[src/rtl/scc_cmd_master.sv]
// scc_cmd_master: FIFO-buffered bus initiator for the SCC req/ack slave port.
// Optional ack watchdog enabled by defining SCC_CMD_TIMEOUT_EN.
module scc_cmd_master #(
    parameter int FIFO_DEPTH = 8,
    parameter int GAP_CYCLES = 1,
    parameter int TIMEOUT    = 15
) (
    input  logic                          clk,
    input  logic                          reset,
    input  logic                          cmd_valid,
    output logic                          cmd_ready,
    input  logic                          cmd_wr,
    input  logic [7:0]                    cmd_adr,
    input  logic [7:0]                    cmd_dat,
    output logic                          rsp_valid,
    output logic [7:0]                    rsp_dat,
    output logic                          rsp_timeout,
    output logic [$clog2(FIFO_DEPTH):0]   fifo_level,
    output logic                          busy,
    output logic                          req,
    input  logic                          ack,
    output logic                          wrt,
    output logic [7:0]                    adr,
    output logic [7:0]                    dbo,
    input  logic [7:0]                    dbi
);
    localparam int AW = $clog2(FIFO_DEPTH);
    localparam int GW = $clog2(GAP_CYCLES + 1);
    localparam logic [1:0] IDLE = 2'd0, REQ = 2'd1, DONE = 2'd2, GAP = 2'd3;

    if (FIFO_DEPTH < 2 || (FIFO_DEPTH & (FIFO_DEPTH - 1)) != 0 || GAP_CYCLES < 1 ||
        TIMEOUT < 1 || TIMEOUT > 255) begin : g_bad_param
        $error("scc_cmd_master: illegal parameter value");
    end

    logic [1:0]    state;
    logic [16:0]   mem [FIFO_DEPTH];
    logic [AW-1:0] wptr, rptr;
    logic [GW-1:0] gap_cnt;
    logic          push, pop;

    assign cmd_ready = fifo_level != (AW+1)'(FIFO_DEPTH);
    assign push      = cmd_valid & cmd_ready;
    assign pop       = state == IDLE && fifo_level != '0;
    assign busy      = fifo_level != '0 || state != IDLE;

    always_ff @(posedge clk)
        if (push) mem[wptr] <= {cmd_wr, cmd_adr, cmd_dat};

`ifdef SCC_CMD_TIMEOUT_EN
    logic [7:0] timer;
`else
    assign rsp_timeout = 1'b0;
`endif

    always_ff @(posedge clk or posedge reset) begin
        if (reset) begin
            state      <= IDLE;
            wptr       <= '0;
            rptr       <= '0;
            fifo_level <= '0;
            gap_cnt    <= '0;
            req        <= 1'b0;
            wrt        <= 1'b0;
            adr        <= '0;
            dbo        <= '0;
            rsp_valid  <= 1'b0;
            rsp_dat    <= '0;
`ifdef SCC_CMD_TIMEOUT_EN
            timer       <= '0;
            rsp_timeout <= 1'b0;
`endif
        end else begin
            if (push) wptr <= wptr + 1'b1;
            fifo_level <= fifo_level + {{AW{1'b0}}, push} - {{AW{1'b0}}, pop};
            rsp_valid  <= 1'b0;
`ifdef SCC_CMD_TIMEOUT_EN
            rsp_timeout <= 1'b0;
`endif
            case (state)
                IDLE: if (pop) begin
                    {wrt, adr, dbo} <= mem[rptr];
                    rptr  <= rptr + 1'b1;
                    req   <= 1'b1;
                    state <= REQ;
`ifdef SCC_CMD_TIMEOUT_EN
                    timer <= '0;
`endif
                end
                REQ: if (ack) begin
                    req   <= 1'b0;
                    state <= DONE;
                    if (!wrt) begin
                        rsp_dat   <= dbi;
                        rsp_valid <= 1'b1;
                    end
                end
`ifdef SCC_CMD_TIMEOUT_EN
                else if (timer == 8'(TIMEOUT - 1)) begin
                    req         <= 1'b0;
                    rsp_timeout <= 1'b1;
                    gap_cnt     <= '0;
                    state       <= GAP;
                end else timer <= timer + 1'b1;
`endif
                DONE: begin
                    gap_cnt <= '0;
                    state   <= GAP;
                end
                default: begin
                    // leave only once the slave has released ack so its next req edge is fresh
                    if (gap_cnt == GW'(GAP_CYCLES - 1) && !ack) begin
                        {wrt, adr, dbo} <= '0;
                        state <= IDLE;
                    end else if (gap_cnt != GW'(GAP_CYCLES - 1)) gap_cnt <= gap_cnt + 1'b1;
                end
            endcase
        end
    end
endmodule
[config.mk]
export PLATFORM = sky130hd
export DESIGN_NAME = scc_cmd_master
export DESIGN_NICKNAME = d
export VERILOG_FILES = /design/src/rtl/scc_cmd_master.sv
export SDC_FILE = /design/constraint.sdc
export NUM_CORES = 1
export LEC_CHECK = 0
export ABC_AREA = 1
export BUFFER_PORTS_ARGS = -buffer_cell sky130_fd_sc_hd__buf_2
export CORE_MARGIN = 4
export CORE_UTILIZATION = 55
export CTS_BUF_LIST = sky130_fd_sc_hd__clkbuf_8 sky130_fd_sc_hd__clkbuf_16
export CTS_CLUSTER_DIAMETER = 200
export DETAILED_ROUTE_END_ITERATION = 7
export PLACE_DENSITY = 0.74
export SLEW_MARGIN = 40
export SYNTH_ARGS = -nofsm -noshare
export SYNTH_HDL_FRONTEND = slang
export SYNTH_SLANG_ARGS = --single-unit
[constraint.sdc]
create_clock -name clk -period 4.9 [get_ports clk]
set_input_delay 0.98 -clock clk [delete_from_list [all_inputs] [get_ports clk]]
set_output_delay 0.98 -clock clk [all_outputs]
set_load 0.03 [all_outputs]
### Yosys cells after proc, flatten, opt, wreduce, memory -nomap -nowiden

Memory sizes are Yosys's and may differ from the RTL's.
Index checks and enable logic that the tools add are counted.

| cells by class | value |
|---|---|
| add/sub/neg operators | 5 |
| equal/unequal tests | 6 |
| mux-type cells | 23 |
| bitwise logic cells | 5 |
| reductions and logical operators | 18 |

Operator list:

| cell | number |
|---|---|
| $pmux 8 s2 | 2 |
| $mux 8 | 3 |
| $reduce_and 3->1 | 4 |
| $mux 1 | 11 |
| $reduce_bool 4->1 | 2 |
| $add 3x1->3 const B | 2 |
| $mux 2 | 3 |
| $pmux 1 s2 | 3 |
| $pmux 2 s3 | 1 |
| $reduce_bool 2->1 | 3 |
| $add 4x1->4 | 1 |
| $ne 2x2->1 const B | 2 |
| $ne 4x4->1 const B | 1 |
| $not 1->1 | 4 |
| $reduce_and 2->1 | 2 |
| $reduce_or 2->1 | 2 |
| $sub 4x1->4 | 1 |
| $eq 2x1->1 const B | 1 |
| $eq 2x2->1 const B | 1 |
| $logic_and 1x1->1 | 2 |
| $logic_not 2->1 | 1 |
| $ne 2x1->1 const B | 1 |
| $add 1x1->1 const B | 1 |
| $and 1x1->1 | 1 |
| 2 further kinds | 2 |

| storage, ports and cells | value |
|---|---|
| flip-flop bits (word level) | 40 |
| memory bits (writable) | 136 |
| bits of input ports | 29 |
| output and inout bits | 34 |
| memories kept | 1 |

Memories:

| name | words | width | rd ports | clocked after Yosys merged registers in | write ports | line | source |
|---|---|---|---|---|---|---|---|
| mem | 8 | 17 | 1 | 0 | 1 | 37 | `logic [16:0] mem [FIFO_DEPTH];` |

### Logic depth before layout (Yosys ltp)

| logic depth | value |
|---|---|
| depth in word-level cells | 4 |
| depth in mapped cells | 11 |
| depth with buffers taken out | 11 |

### Worst setup path before layout

OpenSTA, ideal clock, no wires.

| timing | value |
|---|---|
| path kind | register to register |
| start | register fifo_level[2] |
| end | memory mem[0][0] (enable) |
| arrival | 2.322 ns |
| required time | 4.510 ns |
| path slack | 2.187 ns |
| cell stages (with the launch flop) | 7 |
| buffers on the path | 0 |
| period minus slack after synthesis | 2.713 ns |
| cells stage by stage | dfrtp_1 inv_1 ha_1 nand3_1 nand2_1 or2_2 nor2_1 |

| on the way | value |
|---|---|
| word-level cells in the longest chain between the ends | 4 |

RTL lines:

| item | line | source |
|---|---|---|
| start: declaration | 18 | `output logic [$clog2(FIFO_DEPTH):0] fifo_level,` |
| start signal: assignment | 75 | `fifo_level <= fifo_level + {{AW{1'b0}}, push} - {{AW{1'b0}}, pop};` |
| $ne 4x4->1 | 42 | `assign cmd_ready = fifo_level != (AW+1)'(FIFO_DEPTH);` |
| via cmd_ready | 11 | `output logic cmd_ready,` |
| $and 1x1->1 | 43 | `assign push = cmd_valid & cmd_ready;` |
| $mux 1 | 48 | `if (push) mem[wptr] <= {cmd_wr, cmd_adr, cmd_dat};` |
| $mux 1 (not written as such) | 48 |  |
| end: declaration | 37 |  |

The timed path passes the listed nets, and every way through them passes these cells.

### Final worst setup path

| timing | value |
|---|---|
| start | register state[1] |
| end | output port busy |

| on the way | value |
|---|---|
| word-level cells in the longest chain between the ends | 2 |

RTL lines:

| item | line | source |
|---|---|---|
| start: declaration | 36 | `logic [1:0] state;` |
| start signal: assignment | 58 | `state <= IDLE;` |
| start signal: assignment | 85 | `state <= REQ;` |
| start signal: assignment | 92 | `state <= DONE;` |
| $reduce_bool 2->1 | 45 | `assign busy = fifo_level != '0 \|\| state != IDLE;` |
| $logic_or 1x1->1 | 45 |  |
| end: declaration | 19 | `output logic busy,` |

Every way passes these cells.

==> metrics list <==
* Post-synth EDFFs: 136
- STA classifies the critical path endpoint as an output pin.
* Cell types occupying the most area after synthesis: sky130_fd_sc_hd__edfxtp_1 55%, sky130_fd_sc_hd__dfrtp_1 13%, sky130_fd_sc_hd__nand2_1 12%, sky130_fd_sc_hd__nand3_1 7.2%, sky130_fd_sc_hd__inv_1 6.0%
- Antenna violations before repair: 2
- From synthesis to final layout, the design area changed by 13.8%.
- At the worst endpoint, the required time is 3.92 ns.
* Placement Setup Slack: 2.56 ns
* Worst slew pin tran: 0.858 ns
* Core Box Area: 13,300 um2
- CTS max path bufs: 2
* Worst setup path category: flop to output pin
- Global routing used 20.4% of the available tracks.
* Data arrival at the endpoint of the critical path: 1.58 ns
- During I/O placement, the number of pins put on the boundary was 63.
* Count leader, synth: sky130_fd_sc_hd__nand2_1
- Maximum level of the CTS H-tree: 4
- Power spread over the standard cell area amounts to 622 nW/um2.
- Pre-Repair DR Iteration Count: 6
- Result of the run: complete, no violations
- Clk root buf: sky130_fd_sc_hd__clkbuf_16
- In the final routed layout, each cell accounts on average for 15.8 um.
* Global route total overflow: 0
* Crit share post-route: 52.3%
* Worst path slowest cell: sky130_fd_sc_hd__dfrtp_1
- Top fanout value on the critical path: 5
- The tool flagged a number of max-cap violations equal to 0.
- At the end of routability-driven placement, the weighted congestion stood at 0.806.
* Number of antenna diodes: 0
- In this run the core area contains 42 standard-cell rows.
- Total Routed Length: 15.4 mm
- A synthesized cell averages 10.4 um2.
* Type of the most critical hold path: primary input to async pin
- Synthesis-stage register bit count: 175
- Measured along the y axis, the die boundary spans 125 um.
- Clock-pin slew was measured on the worst setup and hold paths at 0.06 ns.
- The worst setup path is launched from a flop.
- Kind of cell adding the most delay to the critical path: flip-flops
- Number of sinks handled by clock tree synthesis: 175
* Via count: 5,013
- Number of unique standard cell types used by synthesis: 24
- Of the cells placed in the final design, the portion with a size suffix greater than 1 is 13.5%.
- Based on the critical path, the design can be clocked at up to 390 MHz.
- Wire length of the first global-routing pass: 24.5 mm
* Final HPWL DP: 8.53 mm
- The largest single stage delay on the critical path is 0.40 ns.
- # nets final: 827
* Overall die width: 125 um
- Cell type with the largest total area after synthesis: sky130_fd_sc_hd__edfxtp_1
* FFs w/ async S/R, synth: 22.3%
- Setup violations remaining at the end of the flow were counted as 0.
- Between clock sinks in the finished design, the worst skew comes to 0.00884 ns.
- Overall die area: 15,500 um2
* Footprint of the multi-input gates: 1790 um2
* Synthesized area: 7490 um2
* Final Hold Vio Count: 0
* Fraction of post-synthesis cell area in the top cell type by area: 54.5%
- Counting the fill cells in the layout gives 1,030.
- Detail-routed via count per cell: 5.14
* Peak supply drop: 326 uV
* Pin count of the biggest net entering global routing: 71
* Via count of the first global-routing pass: 4,905
- Clock tree from TritonCTS: done
* Total Neg Setup Slack: 0 ns
- Registers take 5060 um2.
- Setup Fix Bufs, Post-CTS: 0
- In this run the static leakage power is 3.98 nW.
- Final max-slew violation count: 0
- Remaining number of nets flagged by the antenna check after routing: 0
* Register area share after synthesis: 67.6%
* Max transition margin: 42.8%
- Post-route setup slack: 2.34 ns
- Buf+Inv Stages, Crit Path: 2
- The detailed router finished its first iteration with 349 violations.
* Post-synth top flop: sky130_fd_sc_hd__edfxtp_1
- Warnings from Yosys: 0
- After synthesis, the most frequently instantiated cells are 248 x sky130_fd_sc_hd__nand2_1, 136 x sky130_fd_sc_hd__edfxtp_1, 119 x sky130_fd_sc_hd__inv_1, 107 x sky130_fd_sc_hd__nand3_1, 39 x sky130_fd_sc_hd__dfrtp_1.
* Total of cells resized after clock tree synthesis: 0
- Post-Synthesis Net Count: 764
- Number of buffers created by CTS: 17
* Critical path cell sequence: inv_1, ha_1, nand4_1, buf_2
- The worst path needs 2.56 ns of the cycle, external delays included.
* Hold-fix buffer count after cts: 0
* Worst skew pair latency: 0.43 ns
* Remaining routing DRC violations: 0
* Starting utilization of the core area: 56.3%
* Number of buffer cells added on primary ports: 61
* Setup repair after global routing missed its margin: false
* Gate count of the mapped netlist: 723
==> state kept, by name, indices dropped and copies added (netlist names), 2 cells and up <==
signal,count
adr,8
dbo,8
fifo_level,4
mem,136
rptr,3
rsp_dat,8
state,2
wptr,3
==> final timing paths <==
path | start | to | slack (ns) | cells past startpoint
setup / recovery | state[1] | busy | 2.34 | 4
min in group clk | rsp_dat[1] | rsp_dat[1] | 0.48 | 2
hold reg to reg | rsp_dat[1] | rsp_dat[1] | 0.48 | 2
hold / removal | reset | adr[2] | 0.45 | 2
max in group asynchronous | reset | rptr[0] | 3.72 | 3
setup reg to reg | rptr[2] | adr[0] | 2.53 | 4
==> per-stage QoR <==
stage | total power [W] | hold WS (ns) | utilization [%] | cell area (um2) | std cells
after floorplan | 0.00350 | 0.478 | - | 7490 | 723
after CTS | 0.00532 | 0.447 | 64.1 | 8520 | 975
final | 0.00530 | 0.451 | 64.1 | 8520 | 975
after detailed placement | 0.00398 | 0.460 | 59.6 | 7930 | 943
after global placement | 0.00389 | 0.457 | 59.6 | 7920 | 943
after global routing | 0.00563 | 0.460 | 64.1 | 8520 | 975
==> cell families (layout without fill, tap and decap cells) <==
group	count (synthesis)	in the layout	share of synthesized area [%]
compound gates	6	6	0.401
xor+xnor	5	5	0.585
fa+ha+maj	12	12	2.11
buf+inv	152	228	8.52
flops	175	175	67.6
other cells	1	1	0.0501
simple gates	372	372	20.8
==> worst register-to-register path: stages, from the launching register on <==
cell                       delay, ns
sky130_fd_sc_hd__dfrtp_1        0.90
sky130_fd_sc_hd__clkinv_1       0.89
sky130_fd_sc_hd__nand3_1        0.32
sky130_fd_sc_hd__nand3_1        0.11
sky130_fd_sc_hd__nand2_1        0.09
==> cell type report <==
type | count | share of cell area (%)
Clock buffer | 18 | 5.16
Clock inverter | 14 | 1.79
Inverter | 124 | 5.49
Multi-Input combinational cell | 396 | 21.0
Sequential cell | 175 | 59.4
Tap cell | 176 | 2.59
Timing Repair Buffer | 72 | 4.55
==> placed cells by master, fill, tap and decap left out, drive strengths merged <==
cell type    n
nand2      249
edfxtp     136
inv        128
nand3      108
buf         72
dfrtp       39
clkbuf      18
nor2        12
ha          11
clkinv       6
o21ai        5
xor2         3
bufinv       3
or2          2
xnor2        2
nand4        1
a21oi        1
fa           1
conb         1
clkinvlp     1
==> power by group <==
group	internal (W)	switching (W)
Sequential	0.00193	0.000154
Clock	0.000807	0.000521
Combinational	0.000543	0.00134
==> routing by layer <==
metal	global-route usage (%)	share of wire, %
met1	25.4	41
met3	5.83	7.2
met4	9.22	2.6
met2	33.4	49
met5	0	0.13
Note: power is estimated with default switching activity, not from simulation.
